$ cat src/rtl/neighbor_pair_scheduler.sv
// rtl/neighbor_pair_scheduler.sv - streams particle pairs through calc_distance and emits neighbours closer than H
// Define SCHED_FULL_MATRIX_EN to sweep every ordered pair (i,j), j != i, instead of the upper triangle i<j.
module neighbor_pair_scheduler #(
    parameter int          N_PART    = 64,
    parameter int          DIMS      = 2,
    parameter logic [15:0] H         = 16'h4400,
    parameter int          MEM_LAT   = 2,
    parameter int          TAG_DEPTH = 32,
    localparam int         ADDR_W    = (N_PART > 1) ? $clog2(N_PART) : 1,
    localparam int         PW        = 16 * DIMS
) (
    input  logic              clk_in,
    input  logic              rst_n,
    input  logic              start,
    output logic              busy,
    output logic              done,
    output logic              err,
    output logic [ADDR_W-1:0] pos_addr,
    output logic              pos_rd,
    input  logic [PW-1:0]     pos_rdata,
    output logic [PW-1:0]     dist_r_i,
    output logic [PW-1:0]     dist_r_j,
    output logic              dist_valid,
    input  logic [15:0]       dist_result,
    input  logic              dist_done,
    output logic              pair_valid,
    output logic [ADDR_W-1:0] pair_i,
    output logic [ADDR_W-1:0] pair_j,
    output logic [15:0]       pair_dist
);
`ifdef SCHED_FULL_MATRIX_EN
    localparam bit FULL = 1'b1;
`else
    localparam bit FULL = 1'b0;
`endif
    localparam int                PTR_W  = (TAG_DEPTH > 1) ? $clog2(TAG_DEPTH) : 1;
    localparam int                CNT_W  = $clog2(TAG_DEPTH + 1);
    localparam logic [ADDR_W-1:0] I_LAST = ADDR_W'(FULL ? N_PART - 1 : N_PART - 2);
    localparam logic [ADDR_W:0]   N_END  = (ADDR_W + 1)'(N_PART);

    typedef enum logic [2:0] {S_IDLE, S_FETCH_I, S_WAIT_I, S_ISSUE, S_WAIT_J, S_DRAIN, S_DONE} state_t;

    state_t            state_q, state_d;
    logic [ADDR_W-1:0] i_q, i_d, j_q, j_d;
    logic [PW-1:0]     r_i_q;
    logic              err_q;
    // one entry per position read in flight; isi marks the r_i fetch rather than a pair
    logic [MEM_LAT-1:0] ln_v_q, ln_isi_q;
    logic [ADDR_W-1:0]  ln_i_q [MEM_LAT];
    logic [ADDR_W-1:0]  ln_j_q [MEM_LAT];
    logic [ADDR_W-1:0]  fifo_i_q [TAG_DEPTH];
    logic [ADDR_W-1:0]  fifo_j_q [TAG_DEPTH];
    logic [PTR_W-1:0]   wptr_q, rptr_q;
    logic [CNT_W-1:0]   cnt_q;
    logic               pair_valid_q;
    logic [ADDR_W-1:0]  pair_i_q, pair_j_q;
    logic [15:0]        pair_dist_q;

    logic              issue_rd, issue_isi, err_clr, line_busy, j_last;
    logic              tail_v, tail_isi, push, pop_ok, below_h;
    logic [ADDR_W-1:0] rd_addr, first_j;
    logic [ADDR_W:0]   j_inc;
    logic [31:0]       in_flight;

    function automatic logic [PTR_W-1:0] ptr_next(input logic [PTR_W-1:0] p);
        return (p == PTR_W'(TAG_DEPTH - 1)) ? '0 : p + 1'b1;
    endfunction

    assign tail_v   = ln_v_q[MEM_LAT-1];
    assign tail_isi = ln_isi_q[MEM_LAT-1];
    assign push     = tail_v & ~tail_isi;
    assign pop_ok   = dist_done & (cnt_q != '0);
    // sign bit ignored; Inf/NaN rejected even though H would already exclude them
    assign below_h  = (dist_result[14:10] != 5'h1F) && (dist_result[14:0] < H[14:0]);

    always_comb begin
        line_busy = 1'b0;
        in_flight = 32'(cnt_q);
        for (int k = 0; k < MEM_LAT; k++) begin
            line_busy = line_busy | ln_v_q[k];
            if (ln_v_q[k] && !ln_isi_q[k]) in_flight = in_flight + 32'd1;
        end
    end

    always_comb begin
        j_inc = {1'b0, j_q} + 1'b1;
        if (FULL && j_inc == {1'b0, i_q}) j_inc = j_inc + 1'b1;
        j_last = (j_inc >= N_END);
        if (FULL) first_j = (i_q == '0) ? ADDR_W'(1) : '0;
        else      first_j = i_q + 1'b1;
    end

    always_comb begin
        state_d   = state_q;
        i_d       = i_q;
        j_d       = j_q;
        issue_rd  = 1'b0;
        issue_isi = 1'b0;
        rd_addr   = '0;
        err_clr   = 1'b0;
        case (state_q)
            S_IDLE: if (start) begin
                err_clr = 1'b1;
                i_d     = '0;
                state_d = (N_PART < 2) ? S_DRAIN : S_FETCH_I;
            end
            S_FETCH_I: begin
                issue_rd  = 1'b1;
                issue_isi = 1'b1;
                rd_addr   = i_q;
                state_d   = S_WAIT_I;
            end
            S_WAIT_I: if (tail_v && tail_isi) begin
                j_d     = first_j;
                state_d = S_ISSUE;
            end
            S_ISSUE: if (in_flight < 32'(TAG_DEPTH)) begin
                issue_rd = 1'b1;
                rd_addr  = j_q;
                if (j_last) state_d = S_WAIT_J;
                else        j_d     = j_inc[ADDR_W-1:0];
            end
            S_WAIT_J: if (!line_busy) begin
                if (i_q < I_LAST) begin
                    i_d     = i_q + 1'b1;
                    state_d = S_FETCH_I;
                end else begin
                    state_d = S_DRAIN;
                end
            end
            S_DRAIN: if (cnt_q == '0 && !line_busy) state_d = S_DONE;
            S_DONE:  state_d = S_IDLE;
            default: state_d = S_IDLE;
        endcase
    end

    always_ff @(posedge clk_in or negedge rst_n) begin
        if (!rst_n) begin
            state_q      <= S_IDLE;
            i_q          <= '0;
            j_q          <= '0;
            r_i_q        <= '0;
            err_q        <= 1'b0;
            ln_v_q       <= '0;
            ln_isi_q     <= '0;
            wptr_q       <= '0;
            rptr_q       <= '0;
            cnt_q        <= '0;
            pair_valid_q <= 1'b0;
            pair_i_q     <= '0;
            pair_j_q     <= '0;
            pair_dist_q  <= '0;
        end else begin
            state_q <= state_d;
            i_q     <= i_d;
            j_q     <= j_d;
            for (int k = MEM_LAT - 1; k > 0; k--) begin
                ln_v_q[k]   <= ln_v_q[k-1];
                ln_isi_q[k] <= ln_isi_q[k-1];
            end
            ln_v_q[0]   <= issue_rd;
            ln_isi_q[0] <= issue_isi;
            if (tail_v && tail_isi) r_i_q <= pos_rdata;
            if (push)   wptr_q <= ptr_next(wptr_q);
            if (pop_ok) rptr_q <= ptr_next(rptr_q);
            if (push && !pop_ok)      cnt_q <= cnt_q + 1'b1;
            else if (pop_ok && !push) cnt_q <= cnt_q - 1'b1;
            if (err_clr) err_q <= 1'b0;
            if (dist_done && cnt_q == '0) err_q <= 1'b1;
            pair_valid_q <= pop_ok && below_h;
            if (pop_ok) begin
                pair_i_q    <= fifo_i_q[rptr_q];
                pair_j_q    <= fifo_j_q[rptr_q];
                pair_dist_q <= dist_result;
            end
        end
    end

    always_ff @(posedge clk_in) begin
        for (int k = MEM_LAT - 1; k > 0; k--) begin
            ln_i_q[k] <= ln_i_q[k-1];
            ln_j_q[k] <= ln_j_q[k-1];
        end
        ln_i_q[0] <= i_q;
        ln_j_q[0] <= rd_addr;
        if (push) begin
            fifo_i_q[wptr_q] <= ln_i_q[MEM_LAT-1];
            fifo_j_q[wptr_q] <= ln_j_q[MEM_LAT-1];
        end
    end

    assign busy       = (state_q != S_IDLE);
    assign done       = (state_q == S_DONE);
    assign err        = err_q;
    assign pos_rd     = issue_rd;
    assign pos_addr   = rd_addr;
    assign dist_valid = push;
    assign dist_r_i   = push ? r_i_q : '0;
    assign dist_r_j   = push ? pos_rdata : '0;
    assign pair_valid = pair_valid_q;
    assign pair_i     = pair_i_q;
    assign pair_j     = pair_j_q;
    assign pair_dist  = pair_dist_q;

endmodule

$ cat config.mk
export PLATFORM = sky130hd
export DESIGN_NAME = neighbor_pair_scheduler
export DESIGN_NICKNAME = d
export VERILOG_FILES = /design/src/rtl/neighbor_pair_scheduler.sv
export SDC_FILE = /design/constraint.sdc
export NUM_CORES = 1
export LEC_CHECK = 0
export BUFFER_PORTS_ARGS = -buffer_cell sky130_fd_sc_hd__buf_2
export CORE_MARGIN = 5
export CORE_UTILIZATION = 47
export DETAILED_ROUTE_END_ITERATION = 8
export GPL_ROUTABILITY_DRIVEN = 0
export GPL_TIMING_DRIVEN = 1
export SYNTH_ARGS = -nofsm -noshare
export SYNTH_HDL_FRONTEND = slang
export SYNTH_SLANG_ARGS = --single-unit
$ cat constraint.sdc
create_clock -name clk_in -period 4.2 [get_ports clk_in]
set_input_delay 0.21 -clock clk_in [delete_from_list [all_inputs] [get_ports clk_in]]
set_output_delay 0.21 -clock clk_in [all_outputs]
set_load 0.01 [all_outputs]
After elaboration in Yosys (flattened, before gate mapping)
Memory sizes are Yosys's and may differ from the RTL's. A register that Yosys moved wholly into a read port is not among the register bits.
Cells that the tools add are included.
{"block": "op_classes", "eq_ne": 17, "n_addsub": 8, "bitwise_logic": 4, "n_mux": 35, "n_div": 0, "n_reduce_logical": 27, "magnitude_cmp": 4, "shifts": 0, "n_mul": 0}
{"operator": "$mux W32", "n": 4}
{"operator": "$mux W6", "n": 9}
{"operator": "$pmux W6 S2", "n": 3}
{"operator": "$add A32 B1 Y32 const B", "n": 1}
{"operator": "$lt A32 B6 Y1 const B", "n": 1}
{"operator": "$mux W3", "n": 7}
{"operator": "$pmux W3 S6", "n": 1}
{"operator": "$ne A2 B2 Y1 const B", "n": 8}
{"operator": "$lt A15 B15 Y1 const B", "n": 1}
{"operator": "$add A6 B1 Y7 const B", "n": 2}
{"operator": "$add A6 B1 Y6 const B", "n": 2}
{"operator": "$add A5 B1 Y5 const B", "n": 2}
{"operator": "$eq A5 B5 Y1 const B", "n": 2}
{"operator": "$mux W5", "n": 2}
{"operator": "$eq A3 B3 Y1 const B", "n": 3}
{"operator": "$logic_and A1 B1 Y1", "n": 9}
{"operator": "$mux W1", "n": 8}
{"operator": "$reduce_and A4 Y1", "n": 2}
{"operator": "$reduce_bool A2 Y1", "n": 4}
{"operator": "$ge A7 B7 Y1 const B", "n": 1}
{"operator": "$logic_not A1 Y1", "n": 7}
{"operator": "$eq A3 B2 Y1 const B", "n": 2}
{"operator": "$logic_not A6 Y1", "n": 1}
{"operator": "$lt A6 B6 Y1 const B", "n": 1}
{"operator": "other kinds (11)", "n": 12}
{"block": "totals", "word_cells": 111, "out_inout_bits": 104, "ram_bits": 408, "ff_bits": 85, "input_bits": 52, "mem_count": 4, "romBits": 0, "latchBits": 0}
{"name": "fifo_i_q", "depth": 32, "word_bits": 6, "rd": 1, "rd_ports_with_merged_regs": 1, "wr": 1, "line": "51", "source": "logic [ADDR_W-1:0] fifo_i_q [TAG_DEPTH];"}
{"name": "fifo_j_q", "depth": 32, "word_bits": 6, "rd": 1, "rd_ports_with_merged_regs": 1, "wr": 1, "line": "52", "source": "logic [ADDR_W-1:0] fifo_j_q [TAG_DEPTH];"}
{"name": "ln_i_q", "depth": 2, "word_bits": 6, "rd": 2, "rd_ports_with_merged_regs": 0, "wr": 2, "line": "49", "source": "logic [ADDR_W-1:0] ln_i_q [MEM_LAT];"}
{"name": "ln_j_q", "depth": 2, "word_bits": 6, "rd": 2, "rd_ports_with_merged_regs": 0, "wr": 2, "line": "50", "source": "logic [ADDR_W-1:0] ln_j_q [MEM_LAT];"}

Depth between registers and ports, before layout
Gate-level depths: netlist (run 1).
{"block": "logic_depth", "word_depth": 8, "depth_mapped": 17, "ltp_nobuf": 14}

Worst setup path before layout (run 1)
OpenSTA, ideal clock, no wires.
{"block": "synth_path", "kind": "register to register", "from": "register cnt_q[0]", "to": "register cnt_q[5]", "n_path_buf": 3, "path_stages_with_launch": 18, "setup_slack_ns": 1.045, "required_time_ns": 4.077, "arrival_time_ns": 3.032, "path_cell_list": "dfrtp_1 > clkbuf_1 > inv_1 > ha_1 > nand2b_1 > nor2_1 > nor2b_2 > clkinv_1 > buf_2 > buf_2 > ha_1 > inv_1 > ha_1 > a21o_1 > a21oi_1 > or4_1 > nand3_1 > xnor2_1"}
{"block": "synth_between", "elab_chain_cells": 5, "word_cells_on_any_way": 10, "cone_classes": "add/sub: 2; mux: 2; bitwise: 1; reduce/logical: 5"}
{"element": "start: declaration", "line": "54", "source": "logic [CNT_W-1:0] cnt_q;"}
{"element": "start signal: assignment", "line": "166", "source": "if (push && !pop_ok) cnt_q <= cnt_q + 1'b1;"}
{"element": "start signal: assignment", "line": "167", "source": "else if (pop_ok && !push) cnt_q <= cnt_q - 1'b1;"}
{"element": "parallel branches: the longest is 5 deep, another holds $sub A6 B1 Y6"}
Parallel ways; which one is timed is not known. The select of a mux whose other input is x is not followed.
A chain may end at the register's enable or synchronous reset.

Final worst setup path (run 1)
{"block": "layout_path", "from": "register ln_isi_q[1]", "to": "output pos_addr[5]"}
{"block": "layout_between", "elab_chain_cells": 6}
{"element": "start: declaration", "line": "48", "source": "logic [MEM_LAT-1:0] ln_v_q, ln_isi_q;"}
{"element": "start signal: indexed assignment", "line": "159", "source": "ln_isi_q[k] <= ln_isi_q[k-1];"}
{"element": "$logic_not A1 Y1", "line": "81", "source": "if (ln_v_q[k] && !ln_isi_q[k]) in_flight = in_flight + 32'd1;"}
{"element": "$logic_and A1 B1 Y1", "line": "81"}
{"element": "$mux W32", "line": "81"}
{"element": "$lt A32 B6 Y1", "line": "117", "source": "S_ISSUE: if (in_flight < 32'(TAG_DEPTH)) begin"}
{"element": "$mux W6", "line": "117"}
{"element": "$pmux W6 S2", "line": "101", "source": "case (state_q)"}
{"element": "end: declaration", "line": "18", "source": "output logic [ADDR_W-1:0] pos_addr,"}
Every way passes these cells.

==> impl_metrics.yaml, run 1 <==
detailed_routing:
  wl_per_cell_um: 22.6
  drc: 0
  drt_wl_total_mm: 45.2
  drt_iter0_markers: 955
  vias_per_cell: 5.59
  vias: 11200
  dr.pass1.iters: 5
  antenna_left: 0
yosys:
  synthCells: 1163
  ys_seq_area_share_pct: 71.5
  postSynth.asyncResetShare_pct: 19.2
  syn-num-nets: 1232
  yosysWarnings: 0
  synth_flop_cell: "edfxtp_1"
  ys_ff_latch: 505
  synth_edf_count: 384
  yosysUniqueCellTypes: 63
  syn_area_mm2: 0.0202
  syn-mean-instance-area_um2: 17.4
pwr:
  p_leak_nw: 8.78
  p_per_area_mw_per_mm2: 608
  ir_worst_vdd_mv: 0.328
grt:
  track_usage_pct: 19.3
  grt_pass1_vias: 11500
  grt_overflow: 0
  grt_max_degree: 68
  grt_first_pass_wirelength_mm: 69.6
  antenna_found_initial: 0
die:
  row_count: 76
  core_region_area_mm2: 0.0428
  start_util_pct: 47.2
  dieArea_mm2: 0.0472
  chipHeight_um: 217
  io_pins: 156
  die_w_um: 217
layout:
  layout.nets: 1481
  post_route_cells_drive_above_1_share_pct: 28.4
  antennaDiodeCount: 0
  design_area_mm2: 0.0238
  syn2layout_area_growth_pct: 18.2
outcome:
  status: "finished, final reports clean"
placed_design:
  placed_cell_area_mm2: 0.0217
  portBuffers: 155
  dp_hpwl_mm: 27.6
sta:
  finalHoldViolCount: 0
  whs_ns: 0.124
  slew_viol_final: 0
  post-route-min-period_ns: 3.25
  clock.fmax_mhz: 307
  tightest_slew_ns: 1.31
  tns_ns: 0
  relSlewSlack_pct: 12.3
  period_share_pct: 77.5
  fin_skew_ns: 0.0289
  rsz0062_at_grt: "no"
  setup_violations: 0
critical_path:
  path_max_fanout: 67
  cp.required_ns: 3.99
  crit_path_end_kind: "output pin"
  worstSetupPathType: "flip-flop to output pin"
  cp-start-kind: "flip-flop"
  crit_arrival_ns: 3.04
clocking:
  cts_hold_buf: 51
  numCtsBuffers: 52
  htree_num_levels: 2
  clk_latency_ns: 0.58
  cts_resized: 0
  path_clk_slew_ns: 0.06
  root_buffer: "clkbuf_16"
  cts_buffer_depth: 3
  clock_sinks: 505
  postCtsSetupRepairBufs: 0
  tritoncts: "done"
run:
  drv_cap: 0
worst_hold_path:
  hp-class: "input pin to flip-flop"
[Yosys cell counts (8+ instances only)]
| master | n | area share, % |
|---|---|---|
| a221oi_1 | 13 | 0.56 |
| a211oi_1 | 27 | 1.0 |
| mux2_2 | 34 | 1.9 |
| a22o_1 | 8 | 0.35 |
| o21ai_1 | 12 | 0.30 |
| ha_1 | 16 | 0.99 |
| clkbuf_1 | 33 | 0.61 |
| and2_1 | 65 | 2.0 |
| mux4_2 | 96 | 11 |
| mux2i_1 | 26 | 1.3 |
| inv_1 | 12 | 0.22 |
| o22a_1 | 12 | 0.52 |
| o21ai_0 | 22 | 0.55 |
| buf_2 | 18 | 0.45 |
| a21oi_1 | 13 | 0.32 |
| nor2b_1 | 13 | 0.40 |
| nand2_1 | 92 | 1.7 |
| dfrtp_1 | 97 | 12 |
| edfxtp_1 | 384 | 57 |
| dfxtp_1 | 24 | 2.4 |
| nor2_1 | 46 | 0.86 |
| nand3_1 | 8 | 0.20 |
[area by class of cell]
class / instances / area (um2)
flip-flops and latches: 505 / 14400
inverters: 13 / 48.8
multi-input cells: 583 / 5390
clock buffers: 65 / 1400
fillers: 3381 / 18900
well taps: 546 / 683
repair buffers: 257 / 1680
clock inverters: 27 / 186
[critical path, stage by stage, from the launching register on]
cell      delay [ns]
dfrtp_1         0.38
nand2b_1        0.23
inv_1           0.24
buf_4           0.48
a22oi_1         0.18
o31ai_2         0.25
buf_4           0.20
nor2_1          0.11
a22o_1          0.23
buf_2           0.15
[path summary, 6_finish.rpt]
check	depth (start not counted)	slack (ns)	to	from
min reg2reg	0	0.33	ln_j_q[0][11]	ln_j_q[0][5]
max	9	0.95	pos_addr[5]	ln_isi_q[1]
max reg2reg	12	1.35	cnt_q[5]	cnt_q[2]
min in group asynchronous	2	0.16	pair_dist[1]	rst_n
max in group asynchronous	3	3.17	r_i_q[14]	rst_n
min	4	0.12	err	start
[stage by stage]
step           worst slack [ns]  total power, mW  cells  utilization [%]
2_1_floorplan              1.05             9.04   1163                -
3_3_place_gp               1.39             10.3   1853             50.8
3_5_place_dp               1.35             10.3   1853             50.8
4_1_cts                   0.878             14.7   1996             55.7
5_1_grt                   0.652             15.3   1996             55.7
6_report                  0.946             14.5   1996             55.7
[layout by cell type (no fill, tap or decap), types with 46 or more instances in the layout]
master | synthesis | routed
dfrtp_1 | 97 | 93
edfxtp_1 | 384 | 384
buf_4 | 4 | 51
nand2_1 | 92 | 92
mux4_2 | 96 | 96
dlygate4sd3_1 | 0 | 51
nor2_1 | 46 | 46
and2_1 | 65 | 65
clkbuf_16 | 0 | 54
buf_2 | 18 | 154
[logic make-up (layout without fill, tap and decap cells)]
| group | count (synthesis) | in the layout | share of synthesized area, % |
|---|---|---|---|
| flops | 505 | 505 | 71.5 |
| compound gates | 131 | 131 | 4.58 |
| simple gates | 271 | 271 | 6.80 |
| buf+inv | 75 | 362 | 1.73 |
| xor+xnor | 8 | 8 | 0.347 |
| fa+ha+maj | 17 | 17 | 1.09 |
| mux | 156 | 156 | 13.9 |
[report_power, final]
part	internal, mW	total, mW	switching, mW
Combinational	1.66	3.50	1.83
Clock	2.47	4.29	1.81
Sequential	6.00	6.72	0.721
Total	10.1	14.5	4.37
[state kept, by name, indices dropped and copies added, names as in the netlist]
register and flops:
pair_j 6, i_q 6, cnt_q 6, wptr_q 5, r_i_q 32, state_q 3, fifo_j_q 192, j_q 6
pair_dist 16, pair_valid 1, fifo_i_q 192, ln_j_q 12, ln_isi_q 2, rptr_q 5, ln_i_q 12, ln_v_q 2
pair_i 6, err 1
[per-layer routing]
metal / share of wire (%) / vias to the layer above / GRT usage (%)
met5: 0 / - / 0
met4: 2.1 / 0 / 4.85
met1: 44 / 5697 / 28.0
li1: - / 5036 / -
met2: 47 / 371 / 30.5
met3: 6.2 / 61 / 3.73
(Power assumes the default switching activity.)
==> run 2: changes to the inputs <==
- PLACE_DENSITY: unset -> 0.67
- clock period: 4.2 -> 2.75 ns (I/O delays scaled with it)
==> run 2 against run 1 <==
Final cell count increased by 1.8%. Power increased by 58%. Worst hold slack got worse by 0.088 ns. Clock-buffer cell count increased by 2. Register-to-register slack got worse by 1.2 ns. Via count increased by 0.67%. Combinational power increased by 73%. Critical path type unchanged. Critical endpoint is now pos_addr[1]. Non-clock buffer count increased by 28. Sequential cell count unchanged. Critical path depth decreased by 1. Largest cell class unchanged. Wire length decreased by 1.1%. Die area unchanged.
==> impl_metrics.yaml, run 2 (same netlist as run 1, synthesis figures left out) <==
critical_path:
  cp_top_family: "compound AO/OA/AOI/OAI gates"
  cpPeakStageDelay_ns: 0.38
  crit_start: "cnt_q[0]"
  crit_path_end_kind: "output pin"
  worstSetupPathType: "flip-flop to output pin"
  r2r_slack_ns: 0.19
  rr_endpoint: "cnt_q[5]"
  path_cells: "buf_4 > ha_2 > o211a_1 > a22oi_2 > o31ai_4 > nor2_4 > a22o_1 > buf_2"
  path_max_fanout: 8
  timing.rr.start: "cnt_q[5]"
  cp.required_ns: 2.61
  cp.buffers_inverters: 2
  cp-start-kind: "flip-flop"
  cp_slowest_cell: "dfrtp_1"
  worstRegToRegCells: 12
  crit_arrival_ns: 2.45
pwr:
  swShare_pct: 29.5
  p_comb_share_pct: 26.3
  p_per_area_mw_per_mm2: 943
  p_switching_mw: 6.76
  pwr-share-clk_pct: 30.9
  seqPwrFrac_pct: 42.8
  ir_worst_vdd_mv: 0.558
  p_leak_nw: 9.04
  intPower_mw: 16.2
layout:
  post_route_cells_drive_above_1_share_pct: 30.8
  final_cell_mix: "edfxtp_1, buf_2, mux4_2"
  syn2layout_area_growth_pct: 20.5
  antennaDiodeCount: 0
  mostFrequentLayoutCell: "edfxtp_1"
  layout.nets: 1510
  fillCellCount: 3262
  design_area_mm2: 0.0243
  top_regs: "fifo_i_q x192, fifo_j_q x192, r_i_q x32"
sta:
  rsz0062_at_grt: "no"
  fin_skew_ns: 0.0317
  tightest_slew_ns: 1.12
  setup_violations: 0
  finalHoldViolCount: 0
  tns_ns: 0
  worst_slack_ns: 0.163
  period_share_pct: 94.1
  clock.fmax_mhz: 387
  slew_viol_final: 0
  post-route-min-period_ns: 2.59
  relSlewSlack_pct: 25.3
detailed_routing:
  vias_per_cell: 5.53
  drc: 0
  vias: 11200
  antenna_left: 0
  drt_iter0_markers: 615
  drt_wl_total_mm: 44.7
  dr.pass1.iters: 5
  wl_per_cell_um: 22.0
die:
  io_pins: 156
  core_region_area_mm2: 0.0428
  row_count: 76
  dieArea_mm2: 0.0472
  die_w_um: 217
  chipHeight_um: 217
  start_util_pct: 47.2
placed_design:
  placed_cell_area_mm2: 0.0220
  dp_hpwl_mm: 27.3
  portBuffers: 155
  place_worst_setup_slack_ns: 0.205
clocking:
  cts_buffer_depth: 3
  tritoncts: "done"
  numCtsBuffers: 53
  clock_sinks: 505
  clk_latency_ns: 0.59
  htree_num_levels: 2
  root_buffer: "clkbuf_16"
  path_clk_slew_ns: 0.06
grt:
  grt_overflow: 0
  grt_first_pass_wirelength_mm: 69.0
  grt_pass1_vias: 11700
  track_usage_pct: 19.1
  grt_max_degree: 74
  antenna_found_initial: 0
outcome:
  status: "finished, final reports clean"
worst_hold_path:
  hp-start: "start"
  whs_path_depth: 4
  hp-class: "input pin to flip-flop"
  hold_path_end: "err"
run:
  drv_cap: 0
-- run 2: cell count changes in the layout (fill, tap and decap cells not counted), sizes merged --
| cell | delta |
|---|---|
| dlygate4sd3 | +1 |
| bufinv | +4 |
| buf | +27 |
| clkinv | +2 |
| clkinvlp | -1 |
| clkbuf | +2 |
-- run 2: worst max path at each step --
stage	end	slack, ns	cells past startpoint
after floorplan	cnt_q[5]	0.01	17
after global placement	cnt_q[5]	0.27	12
after detailed placement	fifo_j_q[27][3]	0.21	6
after CTS	pos_addr[1]	0.04	8
after global routing	pos_addr[4]	0.04	8
final	pos_addr[1]	0.16	8
-- run 2: cell type report --
| type | instances | area, um2 | share of cell area [%] |
|---|---|---|---|
| clock inverter | 32 | 318 | 1.31 |
| clock buffer | 67 | 1430 | 5.88 |
| inverter | 13 | 52.6 | 0.216 |
| tap | 546 | 683 | 2.81 |
| timing repair buffer | 285 | 1950 | 8.02 |
| multi-input combinational | 583 | 5440 | 22.4 |
| sequential | 505 | 14400 | 59.4 |
-- run 2: worst min-delay path, cell delays in order --
cell	delay, ns
buf_2	0.12
nor2b_1	0.13
nand2_1	0.08
a22o_1	0.12
-- run 2: metrics by stage --
stage | hold WS, ns | power, mW | utilization (%) | instances
6_report | 0.0365 | 22.9 | 56.8 | 2031
5_1_grt | 0.0278 | 24.1 | 56.8 | 2031
4_1_cts | 0.00846 | 23.1 | 56.7 | 2029
3_5_place_dp | 0.0470 | 16.0 | 51.4 | 1878
3_3_place_gp | 0.0450 | 15.8 | 51.4 | 1878
2_1_floorplan | -0.158 | 13.8 | - | 1163
-- run 2: metal layers --
metal  vias to the layer above  global-route usage (%)  wire length, um
li1                       5087                       -                -
met1                      5697                    26.6            19100
met2                       402                    31.1            21700
met3                        54                    4.40             3160
met4                         0                    4.21              741
met5                         -                       0                0
-- run 2: timing repair --
action                                  in CTS  in global routing
endpoints found under the setup margin       7                  6
endpoints found under the hold margin      147                  0
hold buffers                                52                  0
resized for setup                            2                  5
pin swaps                                    0                  5
setup buffers                                0                  2
-- run 2: power groups by stage --
stage	Combinational (mW)	Sequential (mW)	Clock, mW
2_1_floorplan	4.06	9.78	0
6_report	6.04	9.81	7.08
4_1_cts	6.08	9.82	7.23
3_3_place_gp	5.91	9.93	0
5_1_grt	6.60	9.93	7.58
3_5_place_dp	5.98	9.97	0
==> run 3: changes to the inputs <==
- PLACE_DENSITY: 0.67 -> 0.64
- SKIP_CTS_REPAIR_TIMING: unset -> 1
- clock period: 2.75 -> 2.1 ns (I/O delays scaled with it)
==> run 3 against run 2 <==
The flow now finishes with violations (negative setup slack). Setup slack got worse by 0.72 ns. Critical path depth unchanged. Design area increased by 7.5%. Worst hold slack improved by 0.12 ns. Sequential power increased by 28%. Clock skew decreased by 0.015 ns. First-iteration DRC count increased by 55%. Critical endpoint is now pos_addr[5].
==> impl_metrics.yaml, run 3 (same netlist as run 1, synthesis figures left out) <==
outcome:
  status: "complete, but fails checks"
  violations: "negative setup slack"
layout:
  top_regs: "fifo_i_q x192, fifo_j_q x192, r_i_q x32"
  register_area_mm2: 0.0145
  final_cell_mix: "edfxtp_1, buf_2, buf_4"
  multiInputGateArea_mm2: 0.00594
  final_util_pct: 61.1
  fillCellCount: 3115
  layout.nets: 1609
  syn2layout_area_growth_pct: 29.5
  post_route_cells_drive_above_1_share_pct: 39.8
  antennaDiodeCount: 0
  mostFrequentLayoutCell: "edfxtp_1"
detailed_routing:
  drt_iter0_markers: 953
  drc: 0
  vias: 11800
  vias_per_cell: 5.56
  antenna_left: 0
  dr.pass1.iters: 4
  wl_per_cell_um: 22.5
  drt_wl_total_mm: 47.8
die:
  start_util_pct: 47.2
  io_pins: 156
  core_region_area_mm2: 0.0428
  row_count: 76
  dieArea_mm2: 0.0472
  chipHeight_um: 217
  die_w_um: 217
critical_path:
  path_cells: "buf_6 > ha_2 > o211a_1 > a22oi_2 > o31ai_4 > nor2_4 > a22o_1 > buf_2"
  worstRegToRegCells: 12
  cpPeakStageDelay_ns: 0.42
  crit_arrival_ns: 2.55
  worstSetupPathDepth: 8
  r2r_slack_ns: -0.24
  rr_endpoint: "cnt_q[4]"
  crit_path_end: "pos_addr[5]"
  path_max_fanout: 6
  crit_path_end_kind: "output pin"
  cp.buffers_inverters: 2
  worstSetupPathType: "flip-flop to output pin"
  cp.required_ns: 2.00
  crit_start: "cnt_q[0]"
  cp-start-kind: "flip-flop"
  cp_top_family: "compound AO/OA/AOI/OAI gates"
  timing.rr.start: "cnt_q[4]"
  cp_slowest_cell: "dfrtp_1"
clocking:
  path_clk_slew_ns: 0.07
  numCtsBuffers: 52
  tritoncts: "done"
  htree_num_levels: 2
  clock_sinks: 505
  cts_buffer_depth: 3
  clk_latency_ns: 0.59
  root_buffer: "clkbuf_16"
sta:
  setup_violations: 23
  finalHoldViolCount: 0
  tightest_slew_ns: 0.877
  period_share_pct: 127
  fin_skew_ns: 0.0164
  worst_slack_ns: -0.557
  clock.fmax_mhz: 376
  slew_viol_final: 0
  rsz0062_at_grt: "yes"
  post-route-min-period_ns: 2.66
  relSlewSlack_pct: 41.4
placed_design:
  dp_hpwl_mm: 28.7
  portBuffers: 155
pwr:
  ir_worst_vdd_mv: 0.810
  p_leak_nw: 9.80
  totalPowerFinal_mw: 32.2
  p_per_area_mw_per_mm2: 1230
grt:
  track_usage_pct: 19.0
  grt_pass1_vias: 11700
  grt_first_pass_wirelength_mm: 69.2
  grt_max_degree: 63
  antenna_found_initial: 0
  grt_overflow: 0
worst_hold_path:
  hp-class: "input pin to async pin"
run:
  drv_cap: 0
-- run 3: cell count changes in the layout (fill, tap and decap cells not counted), moves of 8 or more --
cell,before,now
a211oi_1,27,10
a211oi_2,0,15
a221oi_1,13,1
a221oi_2,0,11
buf_12,5,40
buf_4,73,117
buf_6,1,17
nor2_1,44,36
nor2_4,1,10
o21ai_1,12,3
-- run 3: metrics by stage --
step	TNS, ns	cells	worst slack (ns)	hold slack (ns)	area [um2]
floorplan	-1.79	1163	-0.531	-0.191	20400
global placement	-1.38	1943	-0.191	0.0418	23000
detailed placement	-2.04	1943	-0.235	0.0457	23000
CTS	-30.44	2038	-0.631	-0.599	24600
global route	-8.22	2127	-0.678	0.180	26100
finish	-4.92	2127	-0.557	0.161	26100
-- run 3: power by group --
group          switching [mW]  total, mW  internal [mW]
Clock                    3.80       8.96           5.16
Combinational            5.36       10.6           5.24
Sequential              0.650       12.6           12.0
Total                    9.81       32.2           22.4
-- run 3: how the worst min path moves through the flow --
stage,startpoint,end,slack [ns],cells after the start
floorplan,rst_n,cnt_q[0],-0.19,0
global placement,rst_n,pair_dist[3],0.04,1
detailed placement,rst_n,pair_dist[3],0.05,1
CTS,rst_n,pair_valid,-0.60,1
global route,rst_n,i_q[1],0.18,3
finish,rst_n,i_q[2],0.16,3
-- run 3: final cells by class --
type / count / area share [%]
well taps: 546 / 2.61
clock inverters: 32 / 1.09
repair buffers: 385 / 12.8
clock buffers: 63 / 5.26
multi-input cells: 583 / 22.7
inverters: 13 / 0.235
flip-flops and latches: 505 / 55.3
-- run 3: worst register-to-register path, cell delays in order, from the launching register on --
cell and delay (ns):
dfrtp_1 0.39, or3_4 0.41, nor2_4 0.13, nor2b_4 0.06, clkinv_4 0.05, ha_4 0.14, inv_6 0.06, fa_1 0.40
a21oi_1 0.14, nor2_1 0.05, nor2_1 0.13, xor2_1 0.15, o21ai_0 0.11
-- run 3: metal layers --
layer,up-vias,track usage [%],wire [um]
li1,5307,-,-
met1,6088,27.0,20200
met2,373,30.5,23500
met3,64,3.87,2980
met4,0,5.27,1100
met5,-,0,0
